File: src/rtl/gcd_requester.sv
// gcd_requester: buffers operand pairs and drives the GCD engine's start/done handshake, one transaction at a time.
// Optional WAIT-state abort with res_err is enabled by defining GCD_TIMEOUT_EN.
module gcd_requester #(
   parameter int WIDTH        = 32,
   parameter int DEPTH        = 4,
   parameter int START_CYCLES = 4,
   parameter int TIMEOUT      = 1023
) (
   input  logic                   clk,
   input  logic                   reset_n,
   input  logic                   op_valid,
   output logic                   op_ready,
   input  logic [WIDTH-1:0]       op_a,
   input  logic [WIDTH-1:0]       op_b,
   output logic                   res_valid,
   input  logic                   res_ready,
   output logic [WIDTH-1:0]       res_data,
   output logic                   res_err,
   output logic [WIDTH-1:0]       eng_a,
   output logic [WIDTH-1:0]       eng_b,
   output logic                   eng_start,
   input  logic [WIDTH-1:0]       eng_result,
   input  logic                   eng_done,
   output logic                   busy,
   output logic [$clog2(DEPTH):0] fifo_level
);
   localparam int AW = $clog2(DEPTH);
   localparam int CW = $clog2(START_CYCLES + TIMEOUT + 2);
   typedef enum logic [1:0] {IDLE, ISSUE, WAIT} state_t;
   state_t state, state_n;
   logic [CW-1:0] cnt, cnt_n;
   logic [2*WIDTH-1:0] mem [DEPTH];
   logic [AW-1:0] wr_ptr, rd_ptr;
   logic [WIDTH-1:0] head_a, head_b;
   logic init_q, push, pop, bypass, done_cap, abort;
   assign {head_a, head_b} = mem[rd_ptr];
   // init_q keeps op_ready low until the first clock after reset release
   assign op_ready  = init_q && (fifo_level != (AW+1)'(DEPTH));
   assign push      = op_valid && op_ready;
   assign bypass    = pop && (head_a == '0 || head_b == '0);
   assign done_cap  = (state == WAIT) && eng_done;
   assign eng_start = (state == ISSUE);
   assign busy      = (state != IDLE);
   always_comb begin
      state_n = state;
      cnt_n   = cnt;
      pop     = 1'b0;
      abort   = 1'b0;
      case (state)
         IDLE: begin
            pop = (fifo_level != '0) && (!res_valid || res_ready);
            if (pop && head_a != '0 && head_b != '0) begin
               state_n = ISSUE;
               cnt_n   = '0;
            end
         end
         ISSUE: begin
            state_n = (cnt == CW'(START_CYCLES - 1)) ? WAIT : ISSUE;
            cnt_n   = (cnt == CW'(START_CYCLES - 1)) ? '0 : cnt + 1'b1;
         end
         WAIT: begin
            if (eng_done) state_n = IDLE;
`ifdef GCD_TIMEOUT_EN
            cnt_n = cnt + 1'b1;
            if (!eng_done && cnt == CW'(TIMEOUT - 1)) begin
               state_n = IDLE;
               abort   = 1'b1;
            end
`endif
         end
         default: state_n = IDLE;
      endcase
   end
   always_ff @(posedge clk or negedge reset_n) begin
      if (!reset_n) begin
         state      <= IDLE;
         cnt        <= '0;
         init_q     <= 1'b0;
         wr_ptr     <= '0;
         rd_ptr     <= '0;
         fifo_level <= '0;
         eng_a      <= '0;
         eng_b      <= '0;
         res_valid  <= 1'b0;
         res_data   <= '0;
         res_err    <= 1'b0;
      end else begin
         state      <= state_n;
         cnt        <= cnt_n;
         init_q     <= 1'b1;
         wr_ptr     <= wr_ptr + AW'(push);
         rd_ptr     <= rd_ptr + AW'(pop);
         fifo_level <= fifo_level + (AW+1)'(push) - (AW+1)'(pop);
         if (pop && !bypass) begin
            eng_a <= head_a;
            eng_b <= head_b;
         end
         // a new load takes priority over the consume, so a bypass can refill the slot in the same cycle
         if (bypass || done_cap || abort) begin
            res_valid <= 1'b1;
            res_data  <= bypass ? ((head_a == '0) ? head_b : head_a) : done_cap ? eng_result : '0;
            res_err   <= abort;
         end else if (res_ready) begin
            res_valid <= 1'b0;
         end
      end
   end
   always_ff @(posedge clk) if (push) mem[wr_ptr] <= {op_a, op_b};
endmodule

File: config.mk
export PLATFORM = sky130hd
export DESIGN_NAME = gcd_requester
export DESIGN_NICKNAME = d
export VERILOG_FILES = /design/src/rtl/gcd_requester.sv
export SDC_FILE = /design/constraint.sdc
export NUM_CORES = 1
export LEC_CHECK = 0
export ABC_AREA = 1
export ABC_CLOCK_PERIOD_IN_PS = 7850
export CORE_ASPECT_RATIO = 2
export CORE_MARGIN = 4
export CORE_UTILIZATION = 54
export CTS_CLUSTER_DIAMETER = 60
export DETAILED_ROUTE_END_ITERATION = 7
export PLACE_DENSITY_LB_ADDON = 0.12
export SLEW_MARGIN = 20
export SYNTH_ARGS = -nofsm -noshare
export SYNTH_HDL_FRONTEND = slang
export SYNTH_SLANG_ARGS = --single-unit
File: constraint.sdc
create_clock -name clk -period 7.85 [get_ports clk]
set_clock_uncertainty 0.15 [all_clocks]
set_input_delay 0.785 -clock clk [delete_from_list [all_inputs] [get_ports clk]]
set_output_delay 0.785 -clock clk [all_outputs]
set_load 0.02 [all_outputs]
==> Word-level counts from Yosys, hierarchy flattened <==
Memory sizes are Yosys's and may differ from the RTL's.
Index checks and enable logic that the tools add are counted.
{ "word_totals": {"reg_bits": 118, "ram_bits": 256, "in_bits": 101, "out_inout_bits": 104, "word_cells": 61, "memories": 1} }
{ "memory_table": {"columns": ["memory", "depth", "width", "read_ports", "rd_ports_with_merged_regs", "write_ports", "line", "rtl"], "rows": [
  ["mem", 4, 64, 1, 0, 1, "32", "logic [2*WIDTH-1:0] mem [DEPTH];"]
]} }
{ "op_classes": {"n_addsub": 5, "eq_ne": 6, "muxes": 15, "n_reduce_logical": 24} }
{ "op_table": {"columns": ["cell", "count"], "rows": [
  ["32-bit two-way mux", 3],
  ["32-bit logical NOT", 2],
  ["32-bit nonzero test", 2],
  ["11-bit two-way mux", 2],
  ["11-bit case mux with 2 select lines", 1],
  ["11-bit by 1-bit adder with 11-bit output, second input constant", 1],
  ["11-bit by 2-bit equality test with 1-bit output, second input constant", 1],
  ["1-bit logical AND", 8],
  ["2-bit two-way mux", 3],
  ["2-bit case mux with 3 select lines", 1],
  ["2-bit nonzero test", 3],
  ["1-bit two-way mux", 5],
  ["2-bit by 1-bit adder with 2-bit output", 2],
  ["2-bit inequality test, second input constant", 2],
  ["2-bit AND reduction", 2],
  ["3-bit by 1-bit adder with 3-bit output", 1],
  ["1-bit logical OR", 3],
  ["3-bit inequality test, second input constant", 1],
  ["3-bit nonzero test", 1],
  ["3-bit by 1-bit subtractor with 3-bit output", 1],
  ["2-bit by 1-bit equality test with 1-bit output, second input constant", 1],
  ["2-bit equality test, second input constant", 1],
  ["1-bit logical NOT", 2],
  ["2-bit logical NOT", 1]
]} }

==> Depth between registers and ports, before layout <==
{ "depth": {"word_depth": 7, "mapped_depth": 17, "mapped_depth_nobuf": 13} }

==> Worst setup path before layout <==
Ideal clock, no wire load.
{ "synth_timing": {"kind": "reg-to-reg", "start": "register fifo_level[1]", "end": "memory mem[0][0] in the netlist's numbering (enable)", "t_arrival_ps": 5582, "setup_slack_ps": 1553, "path_stages_with_launch": 5, "period_less_slack_ps": 6297, "path_cell_list": "dfrtp_1 nor2_1 a21oi_1 nand2_1 nor3_1"} }
{ "synth_via": {"elab_chain_cells": 5} }
{ "synth_rtl": {"columns": ["item", "line", "rtl"], "rows": [
  ["start: declaration", "25", "output logic [$clog2(DEPTH):0] fifo_level"],
  ["start signal: assignment", "93", "fifo_level <= fifo_level + (AW+1)'(push) - (AW+1)'(pop);"],
  ["3-bit inequality test", "38", "assign op_ready = init_q && (fifo_level != (AW+1)'(DEPTH));"],
  ["1-bit logical AND", "38", null],
  ["net op_ready", "12", "output logic op_ready,"],
  ["1-bit logical AND", "39", "assign push = op_valid && op_ready;"],
  ["1-bit two-way mux", "108", "always_ff @(posedge clk) if (push) mem[wr_ptr] <= {op_a, op_b};"],
  ["1-bit two-way mux (implied by the code)", "108", null],
  ["end: declaration", "32", null]
]} }
The timed path passes the listed nets, and every way through them passes these cells.

==> Worst setup path after layout <==
{ "layout_timing": {"start": "register rd_ptr[0]", "end": "register cnt[3]"} }
{ "layout_via": {"elab_chain_cells": 6, "word_cells_on_any_way": 7, "classes_between": "1 x eq/ne; 5 x reduce/logical; 1 x memory"} }
{ "layout_rtl": {"columns": ["item", "line", "rtl"], "rows": [
  ["start: declaration", "33", "logic [AW-1:0] wr_ptr, rd_ptr;"],
  ["start signal: assignment", "92", "rd_ptr <= rd_ptr + AW'(pop);"],
  ["memory 4 x 64 bit *", null, null],
  ["32-bit nonzero test", "52", "if (pop && head_a != '0 && head_b != '0) begin"],
  ["1-bit logical AND", "52", null],
  ["1-bit logical AND *", "52", null],
  ["2-bit inequality test (no line) *", null, null],
  ["2-bit AND reduction (no line) *", null, null],
  ["end signal: assignment", "89", "cnt <= cnt_n;"],
  ["end: declaration", "31", "logic [CW-1:0] cnt, cnt_n;"]
]} }
Mark *: on every way between the ends. The rest lies on a longest branch, timed or not.
A chain may end at the register's enable or synchronous reset.

==> flow_summary.json <==
{
  "cts.sinks": 374,
  "area_delta_synth_final_pct": 21.8,
  "max_cap_viol_count": 0,
  "clkPwrFrac_pct": 21.6,
  "ys_warn_count": 0,
  "cp.depth": 16,
  "crit_buf_inv": 5,
  "via_count": 11100,
  "cts_hold_buf": 0,
  "drc_errors": 0,
  "p_per_area_nw_per_um2": 399,
  "gp_congestion": 0.851,
  "post_cts_buffers": 0,
  "layout_common_cells": "511 x nand2_1, 275 x nand3_1, 256 x edfxtp_1, 202 x clkdlybuf4s50_1, 116 x dfrtp_1",
  "hold_violations": 0,
  "min_period_ps": 4720,
  "insertion_delay_ps": 570,
  "worst-slew-pin-transition_ps": 1070,
  "cp-start-kind": "register",
  "htree_levels": 1,
  "drive_above_1_share_pct": 4.93,
  "rows": 86,
  "yosys-top-cells-area": "edfxtp_1 50%, dfrtp_1 19%, nand2_1 13%, nand3_1 9.0%, o21ai_1 1.8%",
  "dieWidth_um": 127,
  "clock.fmax_mhz": 212,
  "cp_max_fo": 92,
  "crit_path_cell_trace": "clkinv_2, buf_4, buf_4, nand2_1, nand3_1, nand2_1, nand2_1, nor2_1, nand2_1, nor2_2, buf_4, nand2_1, nand3_4, buf_12, nand3_1, o21ai_1",
  "p_total_mw": 7.40,
  "ant_nets": 0,
  "first_pass_iters": 5,
  "power.internal_mw": 4.49,
  "wl_um": 40000,
  "path_clk_slew_ps": 70,
  "avgSynthCellArea_um2": 10.7,
  "dieArea_um2": 31200,
  "multi_input_area_um2": 4050,
  "fin_nets": 1707,
  "drv_slew": 0,
  "rsz0062_at_grt": "no",
  "via_per_inst": 5.61,
  "synth_top_area_cell": "edfxtp_1",
  "slowest_delay_ps": 780,
  "synth_fp_nets": 1535,
  "grt_pass1_wl_um": 62100,
  "netlist_instances": 1428,
  "fin_area_um2": 18600,
  "drt-wirelength-per-cell_um": 20.2,
  "floorplan.die.height_um": 246,
  "ir_worst_vdd_mv": 0.278,
  "postPlaceCellArea_um2": 17500,
  "seqPwrFrac_pct": 38.4,
  "finalCritPeriodShare_pct": 60.1,
  "cts_made_buffers": 30,
  "grt_max_degree": 93,
  "grt_overflow": 0,
  "cts_resized": 0,
  "synthDistinctLibCells": 27,
  "portBuffers": 203,
  "layout_commonest_cell": "nand2_1",
  "cts_tree": "done",
  "dpl.hpwl_um": 26000,
  "reg2reg_from": "rd_ptr[0]",
  "start_util_pct": 54.9,
  "cpMaxStageDelayCell": "buf_4",
  "antenna_found_initial": 4,
  "core_area_um2": 27800,
  "r2r_cells": 16,
  "ios": 205,
  "setup_violations": 0,
  "min_path_type": "in -> async",
  "p_leak_nw": 7.47,
  "synth-seq-cells": 374,
  "regToRegSetupSlack_ps": 3130,
  "timing.critical_path.arrival_ps": 5010,
  "p_sw_mw": 2.91,
  "yosysSeqAreaShare_pct": 69.8,
  "cts_buffer_depth": 3,
  "cp_top_family": "buffers and inverters",
  "grtUsageTotal_pct": 25.7,
  "outcome": "complete, no violations",
  "grt_pass1_vias": 11000,
  "swShare_pct": 39.3,
  "power_frac_comb_pct": 40.0,
  "register_area_um2": 10600,
  "cp.required_ps": 8140,
  "drt_iter0_markers": 894,
  "setup.worst_path.end_class": "register",
  "synth_top_area_share_pct": 50.4,
  "nFillCells": 2174,
  "crit_type": "reg -> reg",
  "critPathMostFrequentCell": "nand2_1",
  "max_slew_margin_pct": 28.6,
  "r2r-end": "cnt[3]",
  "finalSetupTns_ps": 0,
  "netlist_area_um2": 15200,
  "root_buffer": "clkbuf_16"
}
## logic make-up after synthesis
group	count (synthesis)	share of synthesized area (%)
AND/OR/NAND/NOR	827	22.8
AO/OA/AOI/OAI	77	2.54
adder cells (fa/ha/maj)	6	0.542
flip-flops	374	69.8
other	2	0.0492
buffers and inverters	136	3.93
XOR/XNOR	6	0.345
## routing by layer
layer | share of wire [%] | GRT usage (%) | vias to the layer above
met2 | 51 | 44.9 | 462
met1 | 38 | 31.4 | 5368
met3 | 6.3 | 2.91 | 91
met4 | 5.0 | 12.6 | 0
met5 | 0 | 0 | -
li1 | - | - | 5179
## flip-flops by register name, indices dropped and copies added (netlist names)
signal      count
cnt            11
eng_a          32
eng_b          32
fifo_level      3
init_q          1
mem           256
rd_ptr          2
res_data       32
res_valid       1
state           2
wr_ptr          2
## area by class of cell
class	instances	area share (%)
sequential	374	57.3
multi-input combinational	918	21.8
clock buffer	39	4.50
inverter	57	1.16
antenna	3	0.0404
timing repair buffer	219	11.6
tap	352	2.37
clock inverter	17	1.17
## cell usage after synthesis (all sizes together)
cell / n
fa: 1
xnor2: 2
nand4: 2
o31ai: 1
nand2: 512
clkbuf: 22
o21ai: 73
nand3b: 1
buf: 57
nor2: 29
conb: 2
dfrtp: 118
edfxtp: 256
ha: 5
nor3: 7
nand3: 276
a21oi: 3
inv: 57
xor2: 4
## worst max-delay path by stage
stage / from / endpoint / slack (ps)
after CTS: rd_ptr[0] / cnt[3] / 3130
after global placement: rd_ptr[0] / cnt[3] / 3290
after global routing: rd_ptr[0] / cnt[3] / 2810
after floorplan: fifo_level[1] / mem[0][0] / 1550
final: rd_ptr[0] / cnt[3] / 3130
after detailed placement: rd_ptr[0] / cnt[3] / 3190
## power by group through the flow
stage               Clock [mW]  Sequential, mW  Combinational, mW
floorplan                    0            3.10               1.50
global placement             0            2.87               2.90
detailed placement           0            2.88               2.97
CTS                       1.62            2.84               2.98
global route              1.71            2.89               3.23
finish                    1.60            2.84               2.96
## stage by stage
step,worst slack [ps],utilization (%),std cells,hold WS (ps)
final,3130,66.9,1979,185
after global routing,2810,66.9,1979,240
after CTS,3130,66.9,1976,201
after detailed placement,3190,63.1,1920,328
after global placement,3290,63.1,1920,318
after floorplan,1550,-,1428,319
Power figures use the tool's default switching activity.
